### src/rtl/cpu_defs_pkg.sv
// Shared CPU definitions: reset PC, instruction memory window, nop encoding,
// handshake payload widths and the address-fault predicate used by the fetch queue.
// FETCH_QUEUE_ADDR_CHECK_EN widens each queue entry by one exception bit.
package cpu_defs;

  localparam logic [31:0] PC_RESET  = 32'h0000_3000;
  localparam logic [31:0] IM_BASE   = 32'h0000_3000;
  localparam logic [31:0] IM_LAST   = 32'h0000_6FFC;
  localparam logic [31:0] NOP_INSTR = 32'h0000_0000;

  localparam int PC_W    = 32;
  localparam int INSTR_W = 32;

`ifdef FETCH_QUEUE_ADDR_CHECK_EN
  localparam int ENTRY_W = PC_W + INSTR_W + 1;
`else
  localparam int ENTRY_W = PC_W + INSTR_W;
`endif

  // A PC faults when misaligned or outside the instruction memory window.
  function automatic logic pc_fault(input logic [31:0] pc);
    return (pc[1:0] != 2'b00) | (pc < IM_BASE) | (pc > IM_LAST);
  endfunction

endpackage

### src/rtl/fetch_queue_mem.sv
// Entry storage for the fetch queue: DEPTH x WIDTH registers, one synchronous
// write port and one combinational read port so the head is visible the cycle
// after it is written.
module fetch_queue_mem #(
  parameter int DEPTH = 4,
  parameter int WIDTH = 64,
  parameter int PTR_W = $clog2(DEPTH)
) (
  input  logic             clk,
  input  logic             wr_en,
  input  logic [PTR_W-1:0] wr_ptr,
  input  logic [WIDTH-1:0] wr_data,
  input  logic [PTR_W-1:0] rd_ptr,
  output logic [WIDTH-1:0] rd_data
);

  logic [WIDTH-1:0] mem_reg [DEPTH];

  genvar gi;
  generate
    for (gi = 0; gi < DEPTH; gi++) begin : g_entry
      // Each slot captures the payload when the write pointer selects it.
      always_ff @(posedge clk) begin
        if (wr_en && (wr_ptr == PTR_W'(gi))) begin
          mem_reg[gi] <= wr_data;
        end
      end
    end
  endgenerate

  assign rd_data = mem_reg[rd_ptr];

endmodule

### src/rtl/fetch_queue.sv
// Fetch queue: small FIFO of {PC, instruction} pairs between fetch and decode
// with valid/ready on both sides and a flush that drops wrong-path entries.
// Optional FETCH_QUEUE_ADDR_CHECK_EN: tag each pushed entry with an
// address-fault flag and replace its instruction with a nop.
module fetch_queue
  import cpu_defs::*;
#(
  parameter int DEPTH = 4,
  parameter int PTR_W = $clog2(DEPTH)
) (
  input  logic             clk,
  input  logic             reset,
  input  logic             flush,
  input  logic             in_valid,
  input  logic [31:0]      in_pc,
  input  logic [31:0]      in_instr,
  output logic             in_ready,
  output logic             out_valid,
  output logic [31:0]      out_pc,
  output logic [31:0]      out_instr,
  output logic             out_exc,
  input  logic             out_ready,
  output logic [PTR_W:0]   count
);

  localparam logic [PTR_W:0] FULL_COUNT = (PTR_W + 1)'(DEPTH);

  logic [PTR_W-1:0]   rd_ptr_reg, rd_ptr_next;
  logic [PTR_W-1:0]   wr_ptr_reg, wr_ptr_next;
  logic [PTR_W:0]     count_reg, count_next;
  logic [31:0]        last_pc_reg, last_pc_next;

  logic               push;
  logic               pop;
  logic [ENTRY_W-1:0] wr_data;
  logic [ENTRY_W-1:0] rd_data;
  logic [31:0]        head_pc;
  logic [31:0]        head_instr;
  logic               head_exc;

  // Readiness depends only on registered occupancy, never on out_ready.
  assign in_ready  = (count_reg < FULL_COUNT);
  assign out_valid = (count_reg != '0);
  assign count     = count_reg;

  assign push = in_valid & in_ready & ~flush;
  assign pop  = out_valid & out_ready & ~flush;

`ifdef FETCH_QUEUE_ADDR_CHECK_EN
  logic in_exc;
  assign in_exc     = pc_fault(in_pc);
  assign wr_data    = {in_exc, in_pc, (in_exc ? NOP_INSTR : in_instr)};
  assign head_exc   = rd_data[PC_W+INSTR_W];
`else
  assign wr_data    = {in_pc, in_instr};
  assign head_exc   = 1'b0;
`endif
  assign head_pc    = rd_data[PC_W+INSTR_W-1:INSTR_W];
  assign head_instr = rd_data[INSTR_W-1:0];

  fetch_queue_mem #(
    .DEPTH (DEPTH),
    .WIDTH (ENTRY_W),
    .PTR_W (PTR_W)
  ) u_mem (
    .clk     (clk),
    .wr_en   (push),
    .wr_ptr  (wr_ptr_reg),
    .wr_data (wr_data),
    .rd_ptr  (rd_ptr_reg),
    .rd_data (rd_data)
  );

  // Storage is only exposed while an entry is valid; when empty show a nop
  // and the PC of the last instruction handed to decode.
  assign out_pc    = out_valid ? head_pc    : last_pc_reg;
  assign out_instr = out_valid ? head_instr : NOP_INSTR;
  assign out_exc   = out_valid & head_exc;

  // Next-state: flush wins over push/pop; pointers wrap naturally at DEPTH.
  always_comb begin
    rd_ptr_next  = rd_ptr_reg;
    wr_ptr_next  = wr_ptr_reg;
    count_next   = count_reg;
    last_pc_next = last_pc_reg;
    if (flush) begin
      rd_ptr_next = '0;
      wr_ptr_next = '0;
      count_next  = '0;
    end else begin
      if (push) begin
        wr_ptr_next = wr_ptr_reg + 1'b1;
      end
      if (pop) begin
        rd_ptr_next  = rd_ptr_reg + 1'b1;
        last_pc_next = head_pc;
      end
      case ({push, pop})
        2'b10:   count_next = count_reg + 1'b1;
        2'b01:   count_next = count_reg - 1'b1;
        default: count_next = count_reg;
      endcase
    end
  end

  // State registers; reset takes priority over everything.
  always_ff @(posedge clk) begin
    if (reset) begin
      rd_ptr_reg  <= '0;
      wr_ptr_reg  <= '0;
      count_reg   <= '0;
      last_pc_reg <= PC_RESET;
    end else begin
      rd_ptr_reg  <= rd_ptr_next;
      wr_ptr_reg  <= wr_ptr_next;
      count_reg   <= count_next;
      last_pc_reg <= last_pc_next;
    end
  end

endmodule

### config.mk
export PLATFORM = sky130hd
export DESIGN_NAME = fetch_queue
export DESIGN_NICKNAME = d
export VERILOG_FILES = /design/src/rtl/cpu_defs_pkg.sv /design/src/rtl/fetch_queue_mem.sv /design/src/rtl/fetch_queue.sv
export SDC_FILE = /design/constraint.sdc
export NUM_CORES = 1
export LEC_CHECK = 0
export ABC_AREA = 1
export CAP_MARGIN = 5
export CORE_MARGIN = 2
export CORE_UTILIZATION = 57
export DETAILED_ROUTE_END_ITERATION = 8
export PLACE_DENSITY = 0.8
export RECOVER_POWER = 50
export REMOVE_ABC_BUFFERS = 1
export SKIP_LAST_GASP = 1
export SLEW_MARGIN = 25
export SYNTH_ARGS = -nofsm -noshare
export SYNTH_HDL_FRONTEND = slang
export SYNTH_HIERARCHICAL = 1
export SYNTH_SLANG_ARGS = --single-unit
### constraint.sdc
create_clock -name clk -period 9.2 [get_ports clk]
set_input_delay 1.84 -clock clk [delete_from_list [all_inputs] [get_ports clk]]
set_output_delay 1.84 -clock clk [all_outputs]
set_load 0.01 [all_outputs]
* Word-level counts from Yosys, hierarchy flattened
Memories as Yosys holds them, arrays and structs flattened. A register that Yosys moved wholly into a read port is not among the register bits.
Index checks and enable logic that the tools add are counted.
** Operators by class
- Add/subtract/negate cells :: 4
- Reductions and logical operators :: 12
- Equal/unequal tests :: 5
- $lt $le $gt $ge :: 1
- Multiplexer cells :: 22
- Bitwise gates (word level) :: 5
** Operators by type and width (count)
- $mux 64 :: 3
- $reduce_or 64->1 :: 3
- $mux 32 :: 2
- $mux 1 :: 11
- $mux 2 :: 5
- $eq 2x2->1 const B :: 3
- $pmux 3 s2 :: 1
- $add 2x1->2 const B :: 2
- $and 1x1->1 :: 4
- $eq 2x1->1 const B :: 2
- $logic_and 1x1->1 :: 4
- $add 3x1->3 const B :: 1
- $lt 3x3->1 const B :: 1
- $reduce_bool 3->1 :: 1
- $sub 3x1->3 const B :: 1
- $logic_not 2->1 :: 1
- $reduce_and 2->1 :: 1
- $reduce_bool 2->1 :: 1
- $reduce_or 2->1 :: 1
- $not 1->1 :: 1
** Word-level totals
- Register bits after elaboration :: 39
- Memories kept :: 1
- Output and inout port bits :: 70
- RAM bits :: 256
- Input port bits :: 69
- Logic and storage cells :: 54
** Memories
- u_mem.mem_reg :: words 4, bits a word 64, rd ports 1, clocked after Yosys merged registers in 1, write ports 1, RTL line fetch_queue_mem.sv:17 : logic [WIDTH-1:0] mem_reg [DEPTH];

* Depth between registers and ports, before layout
Gate-level depths: netlist of run 1.
- Word-level depth :: 10
- Mapped depth :: 14
- Gate-level depth less buffers :: 13

* Hierarchy
The synthesis of run 1 kept the hierarchy.
** Modules (own cells, without submodules)
- fetch_queue_mem :: instances 1, seq. area each 7687.4 um^2, area each 10761.6 um^2, cells each 1010
- fetch_queue :: instances 1, seq. area each 780.7 um^2, area each 2358.5 um^2, cells each 400

* Worst setup path after synthesis of run 1
OpenSTA, ideal clock, no wires.
- Path type :: input -> register
- Start :: input port flush
- End :: memory u_mem.mem_reg[2][0], enable pin
- Buffers on the path :: 0
- Required time :: 8.635 ns
- Stages on the path :: 5
- Library setup time :: 0.565 ns
- Arrival time :: 6.533 ns
- Path slack :: 2.102 ns
- Cells stage by stage :: inv_1 nand3_1 inv_1 inv_1 nor3_1
** On the way
- Cells in the longest elaborated chain, start to end :: 9
- Elaborated cells on any way between the ends :: 23
- Those cells by class :: 14 x mux; 2 x bitwise; 7 x reduce/logical
** RTL lines
- start: declaration :: RTL line fetch_queue.sv:13 : input logic flush,
- $not 1->1 (no source line) *
- $and 1x1->1 * :: RTL line fetch_queue.sv:46 : assign push = in_valid & in_ready & ~flush;
- via push :: RTL line fetch_queue.sv:33 : logic push;
- $logic_and 1x1->1 :: RTL line fetch_queue_mem.sv:24 : if (wr_en && (wr_ptr == PTR_W'(gi))) begin
- $mux 1 :: RTL line fetch_queue_mem.sv:24
- $mux 1 (implied by the code) :: RTL line fetch_queue_mem.sv:25 : mem_reg[gi] <= wr_data;
- $reduce_or 64->1 (no source line)
- $mux 2 (no source line) / $mux 1 (equally long branches) (3 in series)
- end: declaration :: RTL line fetch_queue_mem.sv:17
Mark *: on every way through the listed nets, which the timed path passes. The rest lies on a longest branch.

==> results.yml, run 1 <==
run_status:
  status: "finished, violations left"
  violations: "capacitance limit, slew limit"
sta:
  drv_slew: 60
  period_minus_slack_ns: 5.30
  grt_setup_unrepaired: "no"
  fin_ws_ns: 3.90
  skew_ns: 0.00982
  hold_violations: 0
  relSlewSlack: -0.171
  setup_violations: 0
  setup_tns_ns: 0
  max_freq_ghz: 0.189
  min_period_over_period: 0.576
  tightestPinTransition_ns: 1.76
placed_design:
  dp.cells: 1780
  placed_area_mm2: 0.0146
  place_ws_ns: 4.47
  dp.final_hpwl_um: 15500
  io_buffers: 137
  gp_congestion: 0.741
critical_path:
  slowest_stage: "dfxtp_4"
  r2r-start: "count[2]$_SDFFE_PP0P_"
  arrival_ns: 3.46
  required_ns: 7.36
  cp-start-kind: "register"
  worst-r2r-cell-count: 6
  path_buf_inv: 4
  path_max_fanout: 70
  worst-setup-path-type: "register to primary output"
  critPathCaptureType: "primary output"
  reg2reg_slack_ns: 6.46
  r2r_end: "u_mem/mem_reg[2][37]$_DFFE_PP_"
  cpPeakStageDelay_ns: 0.71
  crit_family: "buffers and inverters"
  crit_chain: "inv_4 > buf_4 > nand2_1 > nand3_1 > nand2_1 > inv_1 > o21ai_0 > clkdlybuf4s50_1"
  crit_path_frequent_cell: "nand2_1"
clocking:
  tritoncts_num_sinks: 295
  cts_buffers: 30
  postCtsResizedCells: 0
  clk_latency_ns: 0.55
  holdBufCountCts: 0
  cts.path.max_buffers: 3
  cts.clk_slew.worst_paths_ns: 0.06
  cts_setup_buffers: 0
  htreeDepth: 1
  cts-root-buf: "clkbuf_16"
  cts_tree: "built"
synth:
  synth_top_cell_area_share: 0.586
  ys_warn_count: 6
  syn-cell-area_mm2: 0.0131
  synth_cell_types: 23
  yosysSeqAreaShare: 0.645
  synth_area_leaders: "edfxtp_1 59%, nand2_1 12%, inv_1 9.6%"
  ys_ff_latch: 295
  netlist_instances: 1410
  synth.avg_cell_area_um2: 9.31
  synth.largest_area_cell: "edfxtp_1"
power:
  ir_drop_uv: 135
  power_density_mw_per_mm2: 183
  p_total_mw: 2.84
  p_leak_nw: 6.99
global_route:
  antenna_found_initial: 7
  grt_max_degree: 95
  grt_pass1_wl_um: 43300
  first_global_vias: 8957
  grt-ovfl-total: 0
  grt.total_usage: 0.225
routing:
  dr_total_vias: 9217
  finalWirelength_um: 27100
  wl_per_cell_um: 14.7
  avgViaCountPerCell: 5.01
  drc: 0
  drt_iter0_drc: 715
  ant_nets: 0
  drt_pass1_iterations: 4
flow_run:
  cap_viol_max_count: 2
hold_path:
  hp-class: "register to register"
  min_to: "last_pc_reg[26]$_SDFFE_PP0P_"
  hold_path_depth: 2
  hp-start: "last_pc_reg[26]$_SDFFE_PP0P_"
final_layout:
  finalInstanceArea_mm2: 0.0155
  layout-drive-gt1-share: 0.0374
  largest_reg_flops: 256
  n_fill_cell: 1641
  layout.nets: 1598
  final_cell_mix: "403 x nand2_1, 335 x inv_1, 256 x edfxtp_1"
  final-instance-count-excl-fill: 1841
  syn_to_final_growth_pct: 18.3
  layout_commonest_cell: "nand2_1"
floorplanning:
  num_rows: 55
  core_region_area_mm2: 0.0226
  dieWidth_um: 156
  start_util: 0.579
  die_area_mm2: 0.0242
  pin_count: 139
  dieHeight_um: 156
## worst min-delay path, delay by kind of cell, from the launching register on
family | cells | cell delay (ns)
flops | 1 | 0.32
simple gates | 2 | 0.12
## where the power goes
part / leakage, nW / switching (mW) / internal [mW] / total, mW
Combinational: 3.88 / 0.105 / 0.0769 / 0.182
Clock: 0.464 / 0.474 / 0.696 / 1.17
Sequential: 2.64 / 0.00747 / 1.48 / 1.48
Total: 6.99 / 0.587 / 2.25 / 2.84
## area by class of cell
class,count,area [µm²],area share
diodes,5,12.5,0.000806
clock buffers,39,806,0.0519
clock inverters,17,151,0.00976
inverters,339,1280,0.0825
multi-input cells,712,2990,0.193
flip-flops and latches,295,8480,0.546
well taps,285,357,0.0230
repair buffers,149,1450,0.0932
## kinds of logic (layout without fill, tap and decap cells)
kind of cell,after synthesis,in the layout,synth area share
other,1,6,0.000286
flip-flops,295,295,0.645
AO/OA/AOI/OAI,38,38,0.0145
XOR/XNOR,1,1,0.000668
adder cells (fa/ha/maj),2,2,0.00248
AND/OR/NAND/NOR,670,670,0.209
buffers and inverters,403,544,0.128
## metal layers
metal,global-route usage,routed length (µm)
met1,0.282,11200
met2,0.398,13300
met3,0.0414,1860
met4,0.0690,685
met5,0,31
## synth_stat cells (all sizes together)
library cell,instances
nand2,405
inv,339
edfxtp,256
nand3,163
nor2,98
buf,56
dfxtp,39
o21ai,33
clkbuf,8
a21oi,5
nor3,4
conb,1
fa,1
ha,1
xor2,1
## stage by stage
stage	utilization	hold slack [ns]
after CTS	0.686	0.473
after floorplan	-	0.441
after global placement	0.644	0.448
after global routing	0.685	0.496
final	0.685	0.468
after detailed placement	0.644	0.458
## worst max path at each step
stage                               startpoint                             to  depth (start not counted)
global placement    rd_ptr_reg[1]$_SDFFE_PP0P_                     out_pc[20]                          7
floorplan                                flush  u_mem/mem_reg[2][0]$_DFFE_PP_                          5
detailed placement  rd_ptr_reg[0]$_SDFFE_PP0P_                      out_pc[7]                          8
finish              rd_ptr_reg[0]$_SDFFE_PP0P_                      out_pc[7]                          8
global route        rd_ptr_reg[0]$_SDFFE_PP0P_                      out_pc[7]                          8
CTS                 rd_ptr_reg[0]$_SDFFE_PP0P_                      out_pc[7]                          8
Power figures use the tool's default switching activity.
==> inputs of run 2 (changes only) <==
- clock period: 9.2 -> 5.1 ns (I/O delays scaled with it)
==> run 2 against run 1 <==
  * The run still ends with capacitance limit, slew limit left
  * Combinational power rose by 82%
  * Sequential power is 81% higher
  * Final cell count up 0.11%
  * Global-route usage grew 0.33 points
  * Total power rose by 89%
  * Clock power increased by 100%
  * Clock skew fell by 0.0020 ns
  * Via count grew 0.29%
  * Largest power group unchanged
  * Worst setup slack worse by 3.1 ns
  * Critical path depth decreased by 1
  * Non-clock buffer count rose by 2
==> results.yml, run 2 (synthesis results as in run 1) <==
final_layout:
  syn_to_final_growth_pct: 19.4
  layout_commonest_cell: "nand2_1"
  layout-drive-gt1-share: 0.0438
  layout.nets: 1600
  largest_reg_flops: 256
  postLayoutCoreUtil: 0.692
  final_cell_mix: "404 x nand2_1, 335 x inv_1, 256 x edfxtp_1"
clocking:
  cts.clk_slew.worst_paths_ns: 0.06
  cts_buffers: 30
  holdBufCountCts: 0
  cts.path.max_buffers: 3
  clk_latency_ns: 0.55
  cts-root-buf: "clkbuf_16"
  postCtsResizedCells: 0
  cts_setup_buffers: 0
  htreeDepth: 1
  tritoncts_num_sinks: 295
  cts_tree: "built"
routing:
  avgViaCountPerCell: 5.02
  wl_per_cell_um: 15.0
  dr_total_vias: 9244
  drt_pass1_iterations: 7
  drt_iter0_drc: 683
  drc: 0
  finalWirelength_um: 27600
  ant_nets: 0
critical_path:
  cp-start-kind: "register"
  path_max_fanout: 93
  critPathCaptureType: "primary output"
  required_ns: 4.08
  worst-r2r-cell-count: 12
  crit_chain: "buf_4 > nand2_1 > nand3_1 > nand2_1 > inv_1 > o21ai_0 > clkdlybuf4s50_1"
  arrival_ns: 3.27
  slowest_stage: "buf_4"
  reg2reg_slack_ns: 1.42
  worst-setup-path-type: "register to primary output"
  cpPeakStageDelay_ns: 0.86
  r2r_end: "count[2]$_SDFFE_PP0P_"
  crit_path_frequent_cell: "nand2_1"
  r2r-start: "count[0]$_SDFFE_PP0P_"
global_route:
  antenna_found_initial: 7
  grt_pass1_wl_um: 44000
  grt.total_usage: 0.228
  grt-ovfl-total: 0
  first_global_vias: 9033
  grt_max_degree: 106
sta:
  tightestPinTransition_ns: 1.72
  min_period_over_period: 0.842
  period_minus_slack_ns: 4.29
  hold_violations: 0
  max_freq_ghz: 0.233
  drv_slew: 48
  grt_setup_unrepaired: "no"
  setup_tns_ns: 0
  skew_ns: 0.00786
  relSlewSlack: -0.149
  setup_violations: 0
placed_design:
  io_buffers: 137
  dp.final_hpwl_um: 15600
  gp_congestion: 0.760
floorplanning:
  dieWidth_um: 156
  pin_count: 139
  dieHeight_um: 156
  num_rows: 55
  die_area_mm2: 0.0242
  core_region_area_mm2: 0.0226
  start_util: 0.579
power:
  p_leak_nw: 7.05
  power_density_mw_per_mm2: 342
  ir_drop_uv: 277
run_status:
  violations: "capacitance limit, slew limit"
  status: "finished, violations left"
hold_path:
  hp-class: "register to register"
  min_to: "last_pc_reg[22]$_SDFFE_PP0P_"
  hp-start: "last_pc_reg[22]$_SDFFE_PP0P_"
  hold_path_depth: 2
flow_run:
  cap_viol_max_count: 2
## run 2: changes by cell type in the layout (fill, tap and decap cells not counted), moves of 2 or more
cell	before	now
clkbuf_1	12	5
bufinv_16	3	7
clkinv_2	4	6
inv_4	3	1
## run 2: power breakdown
| part | total (mW) | internal (mW) | switching, mW |
|---|---|---|---|
| sequential | 2.68 | 2.66 | 0.0132 |
| clock | 2.35 | 1.46 | 0.898 |
| combinational | 0.332 | 0.139 | 0.193 |
| total | 5.36 | 4.26 | 1.10 |
## run 2: cell type report
type	instances	area, µm²
Antenna cell	5	12.5
Clock buffer	32	779
Multi-Input combinational cell	712	2990
Fill cell	1610	6980
Clock inverter	24	298
Inverter	339	1280
Sequential cell	295	8480
Timing Repair Buffer	151	1470
Tap cell	285	357
## run 2: worst max-delay path, delay by kind of cell (launching register included)
family / cells / cell delay [ns]
compound gates: 1 / 0.17
buf+inv: 3 / 1.49
flops: 1 / 0.65
simple gates: 3 / 0.36
## run 2: through the flow
step                      area (µm²)  setup slack (ns)  power, mW  std cells  hold WS [ns]
after global routing           15700             0.633       5.52       1840         0.499
after global placement         14600              1.49       3.06       1782         0.449
final                          15700             0.806       5.36       1843         0.471
after floorplan                12700             -1.18       2.88       1346         0.441
after CTS                      15700             0.841       5.41       1838         0.473
after detailed placement       14600              1.44       3.07       1782         0.459
## run 2: worst max path at each step
| stage | from | to | slack, ns | cells after the start |
|---|---|---|---|---|
| floorplan | flush | u_mem/mem_reg[2][0]$_DFFE_PP_ | -1.18 | 5 |
| global placement | rd_ptr_reg[0]$_SDFFE_PP0P_ | out_pc[0] | 1.49 | 8 |
| detailed placement | rd_ptr_reg[0]$_SDFFE_PP0P_ | out_pc[25] | 1.44 | 8 |
| CTS | rd_ptr_reg[0]$_SDFFE_PP0P_ | out_pc[28] | 0.84 | 8 |
| global route | flush | count[2]$_SDFFE_PP0P_ | 0.63 | 14 |
| finish | rd_ptr_reg[0]$_SDFFE_PP0P_ | out_pc[20] | 0.81 | 7 |
## run 2: layer usage
metal / track usage / vias up / part of all wire
met5: 0 / - / 0.00098
met3: 0.0361 / 47 / 0.061
li1: - / 4574 / -
met1: 0.292 / 4310 / 0.42
met2: 0.403 / 309 / 0.50
met4: 0.0686 / 4 / 0.023
==> inputs of run 3 (changes only) <==
- CORE_UTILIZATION: 57 -> 51
- PLACE_DENSITY: 0.8 -> 0.76
- clock period: 5.1 -> 3.69 ns (I/O delays scaled with it)
==> run 3 against run 2 <==
  * The run still ends with capacitance limit, slew limit left
  * Combinational power grew 41%
  * Sequential cell count is the same
  * Register-to-register slack lost 0.34 ns
  * Sequential power grew 38%
  * Largest cell class unchanged
  * Clock skew grew 0.0025 ns
  * Non-clock buffer count grew 5
  * Highest routed layer unchanged
  * Clock-buffer cell count grew 19
  * Sequential share of layout area grew 0.096 points
  * First-iteration DRC count grew 28%
==> results.yml, run 3 (synthesis results as in run 1) <==
sta:
  max_freq_ghz: 0.287
  grt_setup_unrepaired: "no"
  tightestPinTransition_ns: 1.81
  relSlewSlack: -0.204
  setup_violations: 0
  fin_ws_ns: 0.206
  skew_ns: 0.0103
  period_minus_slack_ns: 3.48
  hold_violations: 0
  min_period_over_period: 0.944
  drv_slew: 34
global_route:
  antenna_found_initial: 7
  grt_pass1_wl_um: 44700
  grt.total_usage: 0.211
  first_global_vias: 8948
  grt_max_degree: 107
  grt_busiest_layer: "met2"
  grtUsageMet2: 0.365
  use_met3: 0.0397
  grt-ovfl-total: 0
  met1_usage: 0.276
placed_design:
  place_ws_ns: 0.675
  gp_congestion: 0.746
  io_buffers: 137
  dp.cells: 1832
  dp.final_hpwl_um: 16200
floorplanning:
  die_area_mm2: 0.0270
  num_rows: 58
  start_util: 0.520
  core_region_area_mm2: 0.0253
  pin_count: 139
  dieWidth_um: 164
  dieHeight_um: 164
critical_path:
  cp-start-kind: "register"
  worst-r2r-cell-count: 14
  r2r_end: "count[2]$_SDFFE_PP0P_"
  required_ns: 2.95
  critPathCaptureType: "primary output"
  worst-setup-path-type: "register to primary output"
  critPathLaunch: "rd_ptr_reg[0]$_SDFFE_PP0P_"
  reg2reg_slack_ns: 1.08
  crit_end: "out_pc[4]"
  r2r-start: "count[1]$_SDFFE_PP0P_"
  arrival_ns: 2.75
  path_max_fanout: 63
clocking:
  cts_buffers: 30
  cts.path.max_buffers: 3
  htreeDepth: 1
  clk_latency_ns: 0.55
  tritoncts_num_sinks: 295
  cts_setup_buffers: 0
  cts_tree: "built"
  cts.clk_slew.worst_paths_ns: 0.06
  holdBufCountCts: 0
  cts-root-buf: "clkbuf_16"
final_layout:
  largest_reg_flops: 256
  postLayoutCoreUtil: 0.619
  layout.nets: 1605
  layout-drive-gt1-share: 0.0424
  final_cell_mix: "403 x nand2_1, 335 x inv_1, 256 x edfxtp_1"
  syn_to_final_growth_pct: 19.2
  n_fill_cell: 2043
  final-instance-count-excl-fill: 1893
  layout_commonest_cell: "nand2_1"
hold_path:
  hp-class: "register to register"
run_status:
  violations: "capacitance limit, slew limit"
  status: "finished, violations left"
power:
  power_density_mw_per_mm2: 443
  p_leak_nw: 7.02
  ir_drop_uv: 468
  p_total_mw: 6.93
routing:
  dr_total_vias: 9188
  drt_iter0_drc: 873
  wl_per_cell_um: 14.7
  drt_pass1_iterations: 5
  ant_nets: 0
  drc: 0
  finalWirelength_um: 27900
  avgViaCountPerCell: 4.85
flow_run:
  cap_viol_max_count: 1
[run 3: cell types whose count changed in the layout (fill, tap and decap cells not counted), sizes merged]
| cell | before | now |
|---|---|---|
| dlygate4sd3 | 66 | 68 |
| bufinv | 7 | 0 |
| buf | 10 | 17 |
| clkinvlp | 2 | 0 |
| clkinv | 15 | 5 |
| clkbuf | 36 | 53 |
| clkdlybuf4s50 | 71 | 69 |
[run 3: final cells by class]
type,count,area [µm²],area share
sequential,295,8480,0.542
tap,330,413,0.0264
clock inverter,5,22.5,0.00144
clock buffer,51,871,0.0557
timing repair buffer,156,1560,0.0998
multi-input combinational,712,3000,0.192
inverter,339,1280,0.0820
antenna,5,12.5,0.000800
[run 3: stage by stage]
stage | cell area (µm²) | TNS (ns) | hold slack [ns]
after floorplan | 12700 | -721.65 | 0.441
after global placement | 14700 | 0 | 0.448
after detailed placement | 14700 | 0 | 0.458
after CTS | 15600 | 0 | 0.472
after global routing | 15600 | 0 | 0.486
final | 15600 | 0 | 0.468
[run 3: routing by layer]
layer,vias to the layer above,wire length [µm]
met5,-,40
met4,6,490
met3,46,1680
met2,262,13900
met1,4286,11800
li1,4588,-
[run 3: critical path, cell delays in order, from the launching register on]
cell and delay, ns:
dfxtp_4 0.55, inv_6 0.24, buf_4 0.29, nand2_1 0.10, nand3_1 0.08, nand2_1 0.11
inv_1 0.05, o21ai_0 0.17, clkdlybuf4s50_1 0.56
[run 3: where the power goes]
part,switching [mW],internal (mW)
sequential,0.0179,3.68
combinational,0.269,0.199
clock,1.18,1.59
total,1.47,5.47
[run 3: repair_timing]
action	CTS	global route
endpoints found under the setup margin	0	21
endpoints found under the hold margin	0	0
gates resized for setup	0	2
[run 3: how the worst min path moves through the flow]
stage	startpoint	end	slack (ns)	cells past startpoint
after global routing	last_pc_reg[23]$_SDFFE_PP0P_	last_pc_reg[23]$_SDFFE_PP0P_	0.49	2
after CTS	last_pc_reg[24]$_SDFFE_PP0P_	last_pc_reg[24]$_SDFFE_PP0P_	0.47	2
after global placement	last_pc_reg[31]$_SDFFE_PP0P_	last_pc_reg[31]$_SDFFE_PP0P_	0.45	2
after floorplan	last_pc_reg[0]$_SDFFE_PP0P_	last_pc_reg[0]$_SDFFE_PP0P_	0.44	2
after detailed placement	last_pc_reg[24]$_SDFFE_PP0P_	last_pc_reg[24]$_SDFFE_PP0P_	0.46	2
final	last_pc_reg[22]$_SDFFE_PP0P_	last_pc_reg[22]$_SDFFE_PP0P_	0.47	2
